$ cat src/rtl/rxadc_pkg.sv
// Shared constants for the rxadc SPI register bank: word addresses,
// STATUS bit positions and the default identification word.
package rxadc_pkg;

   typedef enum logic [6:0] {
      ADDR_ID      = 7'd0,
      ADDR_CTRL    = 7'd1,
      ADDR_NCO     = 7'd2,
      ADDR_STATUS  = 7'd3,
      ADDR_FIFO    = 7'd4,
      ADDR_SCRATCH = 7'd5
   } reg_addr_e;

   localparam int unsigned ST_EMPTY  = 0;
   localparam int unsigned ST_FULL   = 1;
   localparam int unsigned ST_OVF    = 2;
   localparam int unsigned ST_UDF    = 3;
   localparam int unsigned ST_LVL_LO = 8;
   localparam int unsigned ST_LVL_HI = 15;

   localparam logic [31:0] ID_VAL_DEF = 32'h52584132;

endpackage

$ cat src/rtl/spi_regs_if.sv
// Strobe/data bundle between the SPI slave (master modport) and the
// register bank (slave modport).
interface spi_regs_if #(
   parameter int ASZ = 7,
   parameter int DSZ = 32
);
   logic           we;
   logic           re;
   logic [ASZ-1:0] addr;
   logic [DSZ-1:0] wdat;
   logic [DSZ-1:0] rdat;

   modport master (output we, output re, output addr, output wdat, input rdat);
   modport slave  (input we, input re, input addr, input wdat, output rdat);
endinterface

$ cat src/rtl/sync_fifo.sv
// First-word-fall-through synchronous FIFO with a separate level counter
// and one-cycle overflow/underflow event pulses.
module sync_fifo #(
   parameter int DW = 32,
   parameter int AW = 4
) (
   input  logic          clk,
   input  logic          reset,
   input  logic          push,
   input  logic [DW-1:0] din,
   input  logic          pop,
   output logic [DW-1:0] dout,
   output logic          empty,
   output logic          full,
   output logic [AW:0]   level,
   output logic          ovf_pulse,
   output logic          udf_pulse
);
   localparam int unsigned DEPTH = 1 << AW;
   localparam logic [AW:0] DEPTH_L = DEPTH[AW:0];

   logic [DW-1:0] mem_r [0:DEPTH-1];
   logic [AW-1:0] wptr_r;
   logic [AW-1:0] rptr_r;
   logic [AW:0]   level_r;
   logic          do_push_s;
   logic          do_pop_s;

   // Flag and accept decode; a push into a full FIFO is allowed only when a pop frees a slot.
   always_comb begin
      empty     = (level_r == {(AW+1){1'b0}});
      full      = (level_r == DEPTH_L);
      do_pop_s  = pop & ~empty;
      do_push_s = push & (~full | pop);
      ovf_pulse = push & full & ~pop;
      udf_pulse = pop & empty;
   end

   assign dout  = mem_r[rptr_r];
   assign level = level_r;

   // Storage write port; contents need no reset since level gates visibility.
   always_ff @(posedge clk) begin
      if (reset && do_push_s) begin
         mem_r[wptr_r] <= din;
      end
   end

   // Pointers and level counter.
   always_ff @(posedge clk) begin
      if (!reset) begin
         wptr_r  <= {AW{1'b0}};
         rptr_r  <= {AW{1'b0}};
         level_r <= {(AW+1){1'b0}};
      end else begin
         if (do_push_s) wptr_r <= wptr_r + 1'b1;
         if (do_pop_s)  rptr_r <= rptr_r + 1'b1;
         case ({do_push_s, do_pop_s})
            2'b10:   level_r <= level_r + 1'b1;
            2'b01:   level_r <= level_r - 1'b1;
            default: level_r <= level_r;
         endcase
      end
   end
endmodule

$ cat src/rtl/spi_regs.sv
// SPI-facing register bank for rxadc. Define SPI_REGS_FIFO_EN to build the
// capture FIFO, STATUS flags and the pop-on-read path at address 4.
module spi_regs
   import rxadc_pkg::*;
#(
   parameter int          ASZ     = 7,
   parameter int          DSZ     = 32,
   parameter int          FIFO_AW = 4,
   parameter logic [31:0] ID_VAL  = ID_VAL_DEF
) (
   input  logic           clk,
   input  logic           reset,
   spi_regs_if.slave      bus,
   input  logic           cap_valid,
   input  logic [DSZ-1:0] cap_data,
   output logic [DSZ-1:0] ctrl,
   output logic [DSZ-1:0] nco_freq
);
   logic [DSZ-1:0] ctrl_r;
   logic [DSZ-1:0] nco_r;
   logic [DSZ-1:0] scratch_r;
   logic [DSZ-1:0] status_s;
   logic [DSZ-1:0] fifo_rd_s;
   logic [DSZ-1:0] rdat_s;

   // Read/write control registers.
   always_ff @(posedge clk) begin
      if (!reset) begin
         ctrl_r    <= {DSZ{1'b0}};
         nco_r     <= {DSZ{1'b0}};
         scratch_r <= {DSZ{1'b0}};
      end else if (bus.we) begin
         case (bus.addr)
            ASZ'(ADDR_CTRL):    ctrl_r    <= bus.wdat;
            ASZ'(ADDR_NCO):     nco_r     <= bus.wdat;
            ASZ'(ADDR_SCRATCH): scratch_r <= bus.wdat;
            default:            ;
         endcase
      end
   end

   assign ctrl     = ctrl_r;
   assign nco_freq = nco_r;

`ifdef SPI_REGS_FIFO_EN
   logic [2:0]     re_sync_r;
   logic           pop_s;
   logic           st_wr_s;
   logic           ovf_r;
   logic           udf_r;
   logic [DSZ-1:0] fifo_dout_s;
   logic           fifo_empty_s;
   logic           fifo_full_s;
   logic [FIFO_AW:0] fifo_level_s;
   logic           ovf_pulse_s;
   logic           udf_pulse_s;

   // re comes from the SPI clock domain; s[2] is the edge-detect delay stage.
   always_ff @(posedge clk) begin
      if (!reset) re_sync_r <= 3'b000;
      else        re_sync_r <= {re_sync_r[1:0], bus.re};
   end

   // Pop lands after the slave has sampled the head word for this transfer.
   assign pop_s   = re_sync_r[1] & ~re_sync_r[2] & (bus.addr == ASZ'(ADDR_FIFO));
   assign st_wr_s = bus.we & (bus.addr == ASZ'(ADDR_STATUS));

   sync_fifo #(.DW(DSZ), .AW(FIFO_AW)) u_fifo (
      .clk       (clk),
      .reset     (reset),
      .push      (cap_valid),
      .din       (cap_data),
      .pop       (pop_s),
      .dout      (fifo_dout_s),
      .empty     (fifo_empty_s),
      .full      (fifo_full_s),
      .level     (fifo_level_s),
      .ovf_pulse (ovf_pulse_s),
      .udf_pulse (udf_pulse_s)
   );

   // Sticky flags: a new event in the same cycle as a W1C clear keeps the bit set.
   always_ff @(posedge clk) begin
      if (!reset) begin
         ovf_r <= 1'b0;
         udf_r <= 1'b0;
      end else begin
         ovf_r <= ovf_pulse_s | (ovf_r & ~(st_wr_s & bus.wdat[ST_OVF]));
         udf_r <= udf_pulse_s | (udf_r & ~(st_wr_s & bus.wdat[ST_UDF]));
      end
   end

   // STATUS word assembly.
   always_comb begin
      status_s                      = {DSZ{1'b0}};
      status_s[ST_EMPTY]            = fifo_empty_s;
      status_s[ST_FULL]             = fifo_full_s;
      status_s[ST_OVF]              = ovf_r;
      status_s[ST_UDF]              = udf_r;
      status_s[ST_LVL_HI:ST_LVL_LO] = 8'(fifo_level_s);
      fifo_rd_s                     = fifo_dout_s;
   end
`else
   logic                unused_in_s;
   logic [FIFO_AW:0]    unused_level_s;

   assign unused_in_s    = ^{cap_valid, cap_data, bus.re};
   assign unused_level_s = {(FIFO_AW+1){1'b0}};

   // Without the FIFO, STATUS and the FIFO window read as zero.
   always_comb begin
      status_s  = {DSZ{1'b0}};
      fifo_rd_s = {DSZ{1'b0}};
   end
`endif

   // Read mux; combinational so the slave sees the head word before the pop.
   always_comb begin
      case (bus.addr)
         ASZ'(ADDR_ID):      rdat_s = DSZ'(ID_VAL);
         ASZ'(ADDR_CTRL):    rdat_s = ctrl_r;
         ASZ'(ADDR_NCO):     rdat_s = nco_r;
         ASZ'(ADDR_STATUS):  rdat_s = status_s;
         ASZ'(ADDR_FIFO):    rdat_s = fifo_rd_s;
         ASZ'(ADDR_SCRATCH): rdat_s = scratch_r;
         default:            rdat_s = {DSZ{1'b0}};
      endcase
   end

   assign bus.rdat = rdat_s;
endmodule

$ cat src/flat_wrapper.sv
// flat-port wrapper written by rule: the top's interface ports become plain ports
module spi_regs_flat import rxadc_pkg::*;
#(
   parameter int          ASZ     = 7,
   parameter int          DSZ     = 32,
   parameter int          FIFO_AW = 4,
   parameter logic [31:0] ID_VAL  = ID_VAL_DEF
)
  (clk, reset, cap_valid, cap_data, ctrl, nco_freq, bus_we, bus_re, bus_addr, bus_wdat, bus_rdat);
  spi_regs_if #(.ASZ(ASZ), .DSZ(DSZ)) bus_i ();
  input  logic clk;
  input  logic reset;
  input  logic cap_valid;
  input  logic [DSZ-1:0] cap_data;
  output logic [DSZ-1:0] ctrl;
  output logic [DSZ-1:0] nco_freq;
  input wire logic [$bits(bus_i.we)-1:0] bus_we;
  input wire logic [$bits(bus_i.re)-1:0] bus_re;
  input wire logic [$bits(bus_i.addr)-1:0] bus_addr;
  input wire logic [$bits(bus_i.wdat)-1:0] bus_wdat;
  output wire logic [$bits(bus_i.rdat)-1:0] bus_rdat;
  assign bus_i.we = bus_we;
  assign bus_i.re = bus_re;
  assign bus_i.addr = bus_addr;
  assign bus_i.wdat = bus_wdat;
  assign bus_rdat = bus_i.rdat;
  spi_regs #(.ASZ(ASZ), .DSZ(DSZ), .FIFO_AW(FIFO_AW), .ID_VAL(ID_VAL)) u_core (.clk(clk), .reset(reset), .bus(bus_i), .cap_valid(cap_valid), .cap_data(cap_data), .ctrl(ctrl), .nco_freq(nco_freq));
endmodule
$ cat config.mk
export PLATFORM = sky130hd
export DESIGN_NAME = spi_regs_flat
export DESIGN_NICKNAME = d
export VERILOG_FILES = /design/src/rtl/rxadc_pkg.sv /design/src/rtl/spi_regs_if.sv /design/src/rtl/sync_fifo.sv /design/src/rtl/spi_regs.sv /design/src/flat_wrapper.sv
export SDC_FILE = /design/constraint.sdc
export NUM_CORES = 1
export LEC_CHECK = 0
export BUFFER_PORTS_ARGS = -buffer_cell sky130_fd_sc_hd__buf_2
export CAP_MARGIN = 40
export CORE_UTILIZATION = 34
export CTS_CLUSTER_SIZE = 24
export DETAILED_ROUTE_END_ITERATION = 10
export GPL_TIMING_DRIVEN = 0
export PLACE_DENSITY = 0.67
export SYNTH_ARGS = -nofsm -noshare
export SYNTH_HDL_FRONTEND = slang
export SYNTH_SLANG_ARGS = --single-unit
$ cat constraint.sdc
create_clock -name clk -period 2.15 [get_ports clk]
set_input_delay 0.215 -clock clk [delete_from_list [all_inputs] [get_ports clk]]
set_output_delay 0.215 -clock clk [all_outputs]
set_load 0.01 [all_outputs]
## Word-level counts from Yosys, hierarchy flattened

Index checks and enable logic that the tools add are counted.

- Flip-flop bits (word level): 96
- Bits of input ports: 76
- Output and inout port bits: 96
- Logic and storage cells: 11

- Eq/ne operators: 3
- Mux-type cells: 1
- Reduce and logical (&&, ||, !) cells: 4

Operator list:

| operator | number |
|---|---|
| one-hot mux 32 bit (4 select lines) | 1 |
| equality test 7 x 1 -> 1 bit (second input constant) | 1 |
| equality test 7 x 2 -> 1 bit (second input constant) | 1 |
| equality test 7 x 3 -> 1 bit (second input constant) | 1 |
| logical NOT 7 bit | 1 |
| AND reduction 2 bit | 3 |

## Logic depth before layout (Yosys ltp)

Gate-level depths: netlist of run 1.

- Word-level depth: 2
- Gate-level depth with buffers: 6
- Gate-level depth less buffers: 3

## Least setup slack after synthesis of run 1

OpenSTA, ideal clock, no wires.

- Path kind: in2out
- From: input port bus_addr[5]
- To: output port bus_rdat[10]
- Arrival: 1718 ps
- Required time: 1935 ps
- Slack: 217 ps
- Stages on the path: 5
- Buffers on the path: 2
- Cell sequence: or4_4 buf_6 nor3_1 buf_2 a221o_1

- Cells in the longest elaborated chain, start to end: 2
- Elaborated cells between the ends (all ways): 5
- Those cells by class: eq/ne (3); mux (1); reduce/logical (1)

RTL lines:

| what | line | RTL |
|---|---|---|
| from (decl) | flat_wrapper.sv:19 | `input wire logic [$bits(bus_i.addr)-1:0] bus_addr;` |
| equality test 7 x 3 -> 1 bit (tied with other cells) | spi_regs.sv:119 | `case (bus.addr)` |
| one-hot mux 32 bit (4 select lines) * | spi_regs.sv:119 |  |
| to (decl) | flat_wrapper.sv:21 | `output wire logic [$bits(bus_i.rdat)-1:0] bus_rdat;` |

Every way passes the cells marked *; elsewhere a longest branch is shown, timed or not.

## Worst setup path in the final report of run 1

- From: input port bus_addr[5]
- To: output port bus_rdat[30]

Same word-level chain as after synthesis.

==> results of run 1 <==
## worst reg2reg max path, cell delays in order, from the launching register on
cell	delay [ns]
dfxtp_1	0.38
nand2_1	0.07
mux2i_1	0.15
## sequential cells by signal, summed over array words and instances (netlist names)
register	flops
u_core.ctrl	32
u_core.nco_freq	32
u_core.scratch_r	32
## power by group through the flow
stage | clock, W | sequential [W] | combinational, W
after floorplan | 0 | 0.00183 | 0.000120
after global placement | 0 | 0.00182 | 0.000220
after detailed placement | 0 | 0.00182 | 0.000227
after CTS | 0.00159 | 0.00178 | 0.000229
after global routing | 0.00166 | 0.00178 | 0.000258
final | 0.00157 | 0.00178 | 0.000238
## placed cells by master, fill, tap and decap left out, drive strengths merged
| cell type | n |
|---|---|
| a221o | 21 |
| a2bb2oi | 11 |
| and2 | 1 |
| buf | 159 |
| bufinv | 1 |
| clkbuf | 35 |
| clkinv | 3 |
| dfxtp | 96 |
| inv | 1 |
| mux2i | 96 |
| nand2 | 129 |
| nand2b | 2 |
| nor2b | 11 |
| nor3 | 3 |
| nor4 | 1 |
| nor4b | 21 |
| o2bb2ai | 11 |
| or2 | 1 |
| or4 | 3 |
## kinds of logic after synthesis
kind of cell           Yosys count
muxes                           96
AOI/OAI and AO/OA               43
and+or+nand+nor                172
buffers and inverters           42
DFF                             96
## how the worst min path moves through the flow
stage                                 endpoint  slack (ns)  cells past startpoint
after floorplan                u_core.ctrl[10]        0.40                      2
after global placement    u_core.scratch_r[27]        0.44                      2
after detailed placement  u_core.scratch_r[11]        0.45                      2
after CTS                      u_core.ctrl[13]        0.16                      3
after global routing        u_core.nco_freq[4]        0.18                      3
final                          u_core.ctrl[13]        0.17                      3
## cell type report
cell class,instances,area [sq um],area share
Multi-Input combinational cell,311,2310,0.405
Clock inverter,4,45.0,0.00789
Tap cell,168,210,0.0368
Buffer,41,262,0.0458
Timing Repair Buffer,141,718,0.126
Clock buffer,12,236,0.0414
Sequential cell,96,1920,0.337
Inverter,1,3.75,0.000657
## metal layers
metal | track usage | up-vias | routed length (microns)
met5 | 0 | - | 0
met4 | 0.104 | 0 | 197
met3 | 0.0490 | 17 | 944
met2 | 0.373 | 155 | 7170
met1 | 0.284 | 1954 | 6450
li1 | - | 1900 | -
## per-stage QoR
step,hold slack (ns),worst slack (ns),utilization,cells
after CTS,0.163,-0.0475,0.454,772
final,0.172,0.00563,0.466,774
after floorplan,0.398,0.217,-,449
after global placement,0.443,-0.716,0.427,753
after detailed placement,0.449,-0.379,0.429,756
after global routing,0.185,-0.0122,0.466,774
## timing repair
action                                  4_1_cts  5_1_grt
pin swaps                                     0        0
endpoints found under the setup margin       32       32
setup buffers                                 0        2
gates resized for setup                      13       32
hold buffers                                  0        0
==> results.sh, run 1 <==
export IMPL_status="completed"
export IMPL_yosys_area_top_type="dfxtp_1"
export IMPL_cts_sinks=96
export IMPL_crit_family="buffers and inverters"
export IMPL_reg2reg_slack_ns=1.48
export IMPL_drt_iter0_drc=183
export IMPL_min_from="bus_wdat[13]"
export IMPL_core_sq_um=12300
export IMPL_swShare=0.233
export IMPL_cts_root_buf="clkbuf_16"
export IMPL_synth_top_area_frac=0.442
export IMPL_crit_slowest_cell="or4_4"
export IMPL_synth_top_family_by_area="multiplexers"
export IMPL_dp_hpwl_microns=10300
export IMPL_maxSlewViolCount=0
export IMPL_synth_commonest_cells="129 x nand2_1, 96 x dfxtp_1, 96 x mux2i_1, 27 x clkbuf_1"
export IMPL_final_nets=677
export IMPL_yosys_area_share_xor_xnor=0
export IMPL_die_x_microns=115
export IMPL_yosys_warnings=0
export IMPL_leakage_nw=2.80
export IMPL_h_tree_depth=3
export IMPL_dieArea_sq_um=13200
export IMPL_synthMuxAreaShare=0.221
export IMPL_wire_per_inst_microns=19.1
export IMPL_cp_depth=8
export IMPL_post_route_period_util=0.997
export IMPL_cts_buffer_depth=2
export IMPL_wl_microns=14800
export IMPL_power_share_clock=0.437
export IMPL_cp_arrival_ns=1.93
export IMPL_syn_area_sq_um=4350
export IMPL_fin_setup_tns_ns=0
export IMPL_synth_seq_cells=96
export IMPL_r2r_end="u_core.ctrl[30]"
export IMPL_crit_chain="buf_2 > or4_4 > buf_6 > nor3_1 > buf_4 > buf_6 > o2bb2ai_1 > buf_2"
export IMPL_r2r_cells=2
export IMPL_max_cap_violations=0
export IMPL_ir_worst_vdd_mv=0.307
export IMPL_numCtsBuffers=9
export IMPL_placed_area_sq_um=5260
export IMPL_synth_compound_area_share=0.0926
export IMPL_p_int_w=0.00276
export IMPL_powerDensity_nw_per_um2=629
export IMPL_cp_data_required_time_ns=1.93
export IMPL_dr_pass1_iters=5
export IMPL_track_usage=0.227
export IMPL_critPathCapture="bus_rdat[30]"
export IMPL_diodes=0
export IMPL_syn2layout_area_growth_pct=31.3
export IMPL_cts_tree="done"
export IMPL_setup_viol=0
export IMPL_synth_edf_count=0
export IMPL_clk_pin_slew_worst_paths_ns=0.06
export IMPL_hold_viol=0
export IMPL_worstSetupStartpointType="input pin"
export IMPL_synth_net_count=525
export IMPL_ys_seq_area_frac=0.442
export IMPL_synth_ff_type="dfxtp_1"
export IMPL_crit_buf_inv=5
export IMPL_synth_fa_ha_area_frac=0
export IMPL_drc_errors=0
export IMPL_end_kind="output port"
export IMPL_ant_nets=0
export IMPL_synth_distinct_cells=18
export IMPL_yosysMostFrequentCell="nand2_1"
export IMPL_p_sw_w=0.000836
export IMPL_insertion_delay_ns=0.34
export IMPL_grt_pass1_vias=4168
export IMPL_pin_count=172
export IMPL_p_seq_frac=0.497
export IMPL_combPwrFrac=0.066
export IMPL_start_util=0.355
export IMPL_crit_fanout=10
export IMPL_vias=4026
export IMPL_slew_headroom=0.395
export IMPL_r2r_start="u_core.ctrl[30]"
export IMPL_io_buffers=136
export IMPL_max_stage_delay_ns=0.53
export IMPL_design_area_sq_um=5710
export IMPL_yosys_area_share_simple=0.191
export IMPL_antenna_found_initial=0
export IMPL_finalClockSkew_ns=0
export IMPL_vias_per_cell=5.20
export IMPL_grt_max_degree=15
export IMPL_syn_inst=449
export IMPL_path_class="in2out"
export IMPL_grt_pass1_wl_microns=22100
export IMPL_min_period_ns=2.14
export IMPL_report_power_total_w=0.00359
export IMPL_synthArstFlopShare=0
export IMPL_die_height_microns=115
export IMPL_drive_above_1_share=0.328
export IMPL_overflow=0
export IMPL_fmax_mhz=466
export IMPL_hp_class="in2reg"
export IMPL_synth_area_per_cell_sq_um=9.69
export IMPL_fp_row_count=40
export IMPL_netlist_top_cells_area="dfxtp_1 44%, mux2i_1 22%, nand2_1 11%, a221o_1 4.8%, nor4b_1 4.2%"
export IMPL_crit_start="bus_addr[5]"
export IMPL_worstMarginPinSlew_ns=0.907
export IMPL_final_fill_count=1200
export IMPL_place_congestion=0.798
(Power assumes the default switching activity.)
==> run 2, diff against run 1 <==
Settings changed: MAX_ROUTING_LAYER from default to met4.
==> run 2 against run 1 <==
Die area stayed put. Critical endpoint unchanged. Flip-flop and latch count stayed put. Via count is 0.37% higher.
==> results.sh, run 2 (synthesis gave the netlist of run 1 again) <==
export IMPL_track_usage=0.234
export IMPL_dr_pass1_iters=7
export IMPL_r2r_end="u_core.nco_freq[14]"
export IMPL_cts_buffer_depth=2
export IMPL_fp_row_count=40
export IMPL_h_tree_depth=3
export IMPL_vias=4041
export IMPL_core_sq_um=12300
export IMPL_reg2reg_slack_ns=1.47
export IMPL_clk_pin_slew_worst_paths_ns=0.06
export IMPL_finalClockSkew_ns=0
export IMPL_postLayoutCoreUtil=0.466
export IMPL_insertion_delay_ns=0.34
export IMPL_worstSetupStartpointType="input pin"
export IMPL_grt_pass1_vias=4174
export IMPL_holdBufCountCts=0
export IMPL_drc_errors=0
export IMPL_fin_setup_tns_ns=0
export IMPL_drt_iter0_drc=186
export IMPL_post_route_period_util=0.995
export IMPL_hp_class="in2reg"
export IMPL_fmax_mhz=467
export IMPL_p_int_w=0.00276
export IMPL_leakage_nw=2.80
export IMPL_pin_count=172
export IMPL_report_power_total_w=0.00359
export IMPL_status="completed"
export IMPL_grt_max_degree=15
export IMPL_die_height_microns=115
export IMPL_path_class="in2out"
export IMPL_cts_sinks=96
export IMPL_overflow=0
export IMPL_end_kind="output port"
export IMPL_setup_viol=0
export IMPL_final_common_cell="buf_2"
export IMPL_start_util=0.355
export IMPL_final_fill_count=1200
export IMPL_cts_tree="done"
export IMPL_cp_arrival_ns=1.92
export IMPL_wire_per_inst_microns=19.0
export IMPL_cts_root_buf="clkbuf_16"
export IMPL_syn2layout_area_growth_pct=31.3
export IMPL_max_cap_violations=0
export IMPL_design_area_sq_um=5710
export IMPL_placed_area_sq_um=5260
export IMPL_whs_ns=0.172
export IMPL_min_from="bus_wdat[13]"
export IMPL_p_seq_frac=0.498
export IMPL_ir_worst_vdd_mv=0.309
export IMPL_grt_pass1_wl_microns=22100
export IMPL_worstMarginPinSlew_ns=0.898
export IMPL_hold_viol=0
export IMPL_combPwrFrac=0.067
export IMPL_cp_data_required_time_ns=1.93
export IMPL_io_buffers=136
export IMPL_wl_microns=14700
export IMPL_p_sw_w=0.000830
export IMPL_numCtsBuffers=9
export IMPL_hold_depth=3
export IMPL_r2r_cells=2
export IMPL_die_x_microns=115
export IMPL_r2r_start="u_core.nco_freq[14]"
export IMPL_drive_above_1_share=0.328
export IMPL_final_cell_mix="141 x buf_2, 129 x nand2_1, 96 x mux2i_1, 96 x dfxtp_1, 22 x clkbuf_1"
export IMPL_final_nets=677
export IMPL_dp_hpwl_microns=10300
export IMPL_place_congestion=0.810
export IMPL_crit_fanout=10
export IMPL_vias_per_cell=5.22
export IMPL_powerDensity_nw_per_um2=628
export IMPL_power_share_clock=0.436
export IMPL_ant_nets=0
export IMPL_slew_headroom=0.402
export IMPL_antenna_found_initial=0
export IMPL_maxSlewViolCount=0
export IMPL_whs_endpoint="u_core.ctrl[13]"
export IMPL_dieArea_sq_um=13200
export IMPL_diodes=0
export IMPL_swShare=0.232
export IMPL_min_period_ns=2.14
run 2: cell counts in the layout (fill, tap and decap cells not counted):
Identical to the previous run, type by type.
run 2: worst max-delay path: stages:
cell and delay, ns:
buf_2 0.10, or4_4 0.53, buf_6 0.17, nor3_1 0.19, buf_4 0.19, buf_6 0.18, o2bb2ai_1 0.17, buf_2 0.18
run 2: cell type report:
cell class	count	area, sq um	share of cell area
tap	168	210	0.0368
inverter	1	3.75	0.000657
sequential	96	1920	0.337
timing repair buffer	141	718	0.126
clock inverter	4	45.0	0.00789
multi-input combinational	311	2310	0.405
clock buffer	12	236	0.0414
buffer	41	262	0.0458
run 2: layer usage:
layer | global-route usage | vias to the layer above | share of wire
li1 | - | 1895 | -
met1 | 0.286 | 1955 | 0.43
met2 | 0.375 | 172 | 0.48
met3 | 0.0443 | 19 | 0.068
met4 | 0.104 | 0 | 0.015
met5 | - | - | 0
run 2: repair_timing:
action                     in CTS  in global routing
pin swaps                       0                  0
setup endpoints to repair      32                 32
setup buffers                   0                  2
resized for setup              13                 32
run 2: worst max path at each step:
stage                 from            to  slack, ns  cells past startpoint
5_1_grt        bus_addr[5]  bus_rdat[30]      -0.01                      8
3_5_place_dp   bus_addr[5]  bus_rdat[31]      -0.38                      7
4_1_cts        bus_addr[5]  bus_rdat[12]      -0.05                      7
2_1_floorplan  bus_addr[5]  bus_rdat[10]       0.22                      5
3_3_place_gp   bus_addr[5]  bus_rdat[31]      -0.72                      6
6_report       bus_addr[5]  bus_rdat[30]       0.01                      8
run 2: per-stage QoR:
step,instances,setup slack (ns)
6_report,774,0.0108
5_1_grt,774,-0.0122
4_1_cts,772,-0.0475
3_5_place_dp,756,-0.379
3_3_place_gp,753,-0.716
2_1_floorplan,449,0.217
run 2: power groups by stage:
stage / Clock (W) / Combinational (W) / Sequential, W
2_1_floorplan: 0 / 0.000120 / 0.00183
3_3_place_gp: 0 / 0.000220 / 0.00182
5_1_grt: 0.00166 / 0.000258 / 0.00178
4_1_cts: 0.00159 / 0.000229 / 0.00178
3_5_place_dp: 0 / 0.000227 / 0.00182
6_report: 0.00156 / 0.000239 / 0.00178
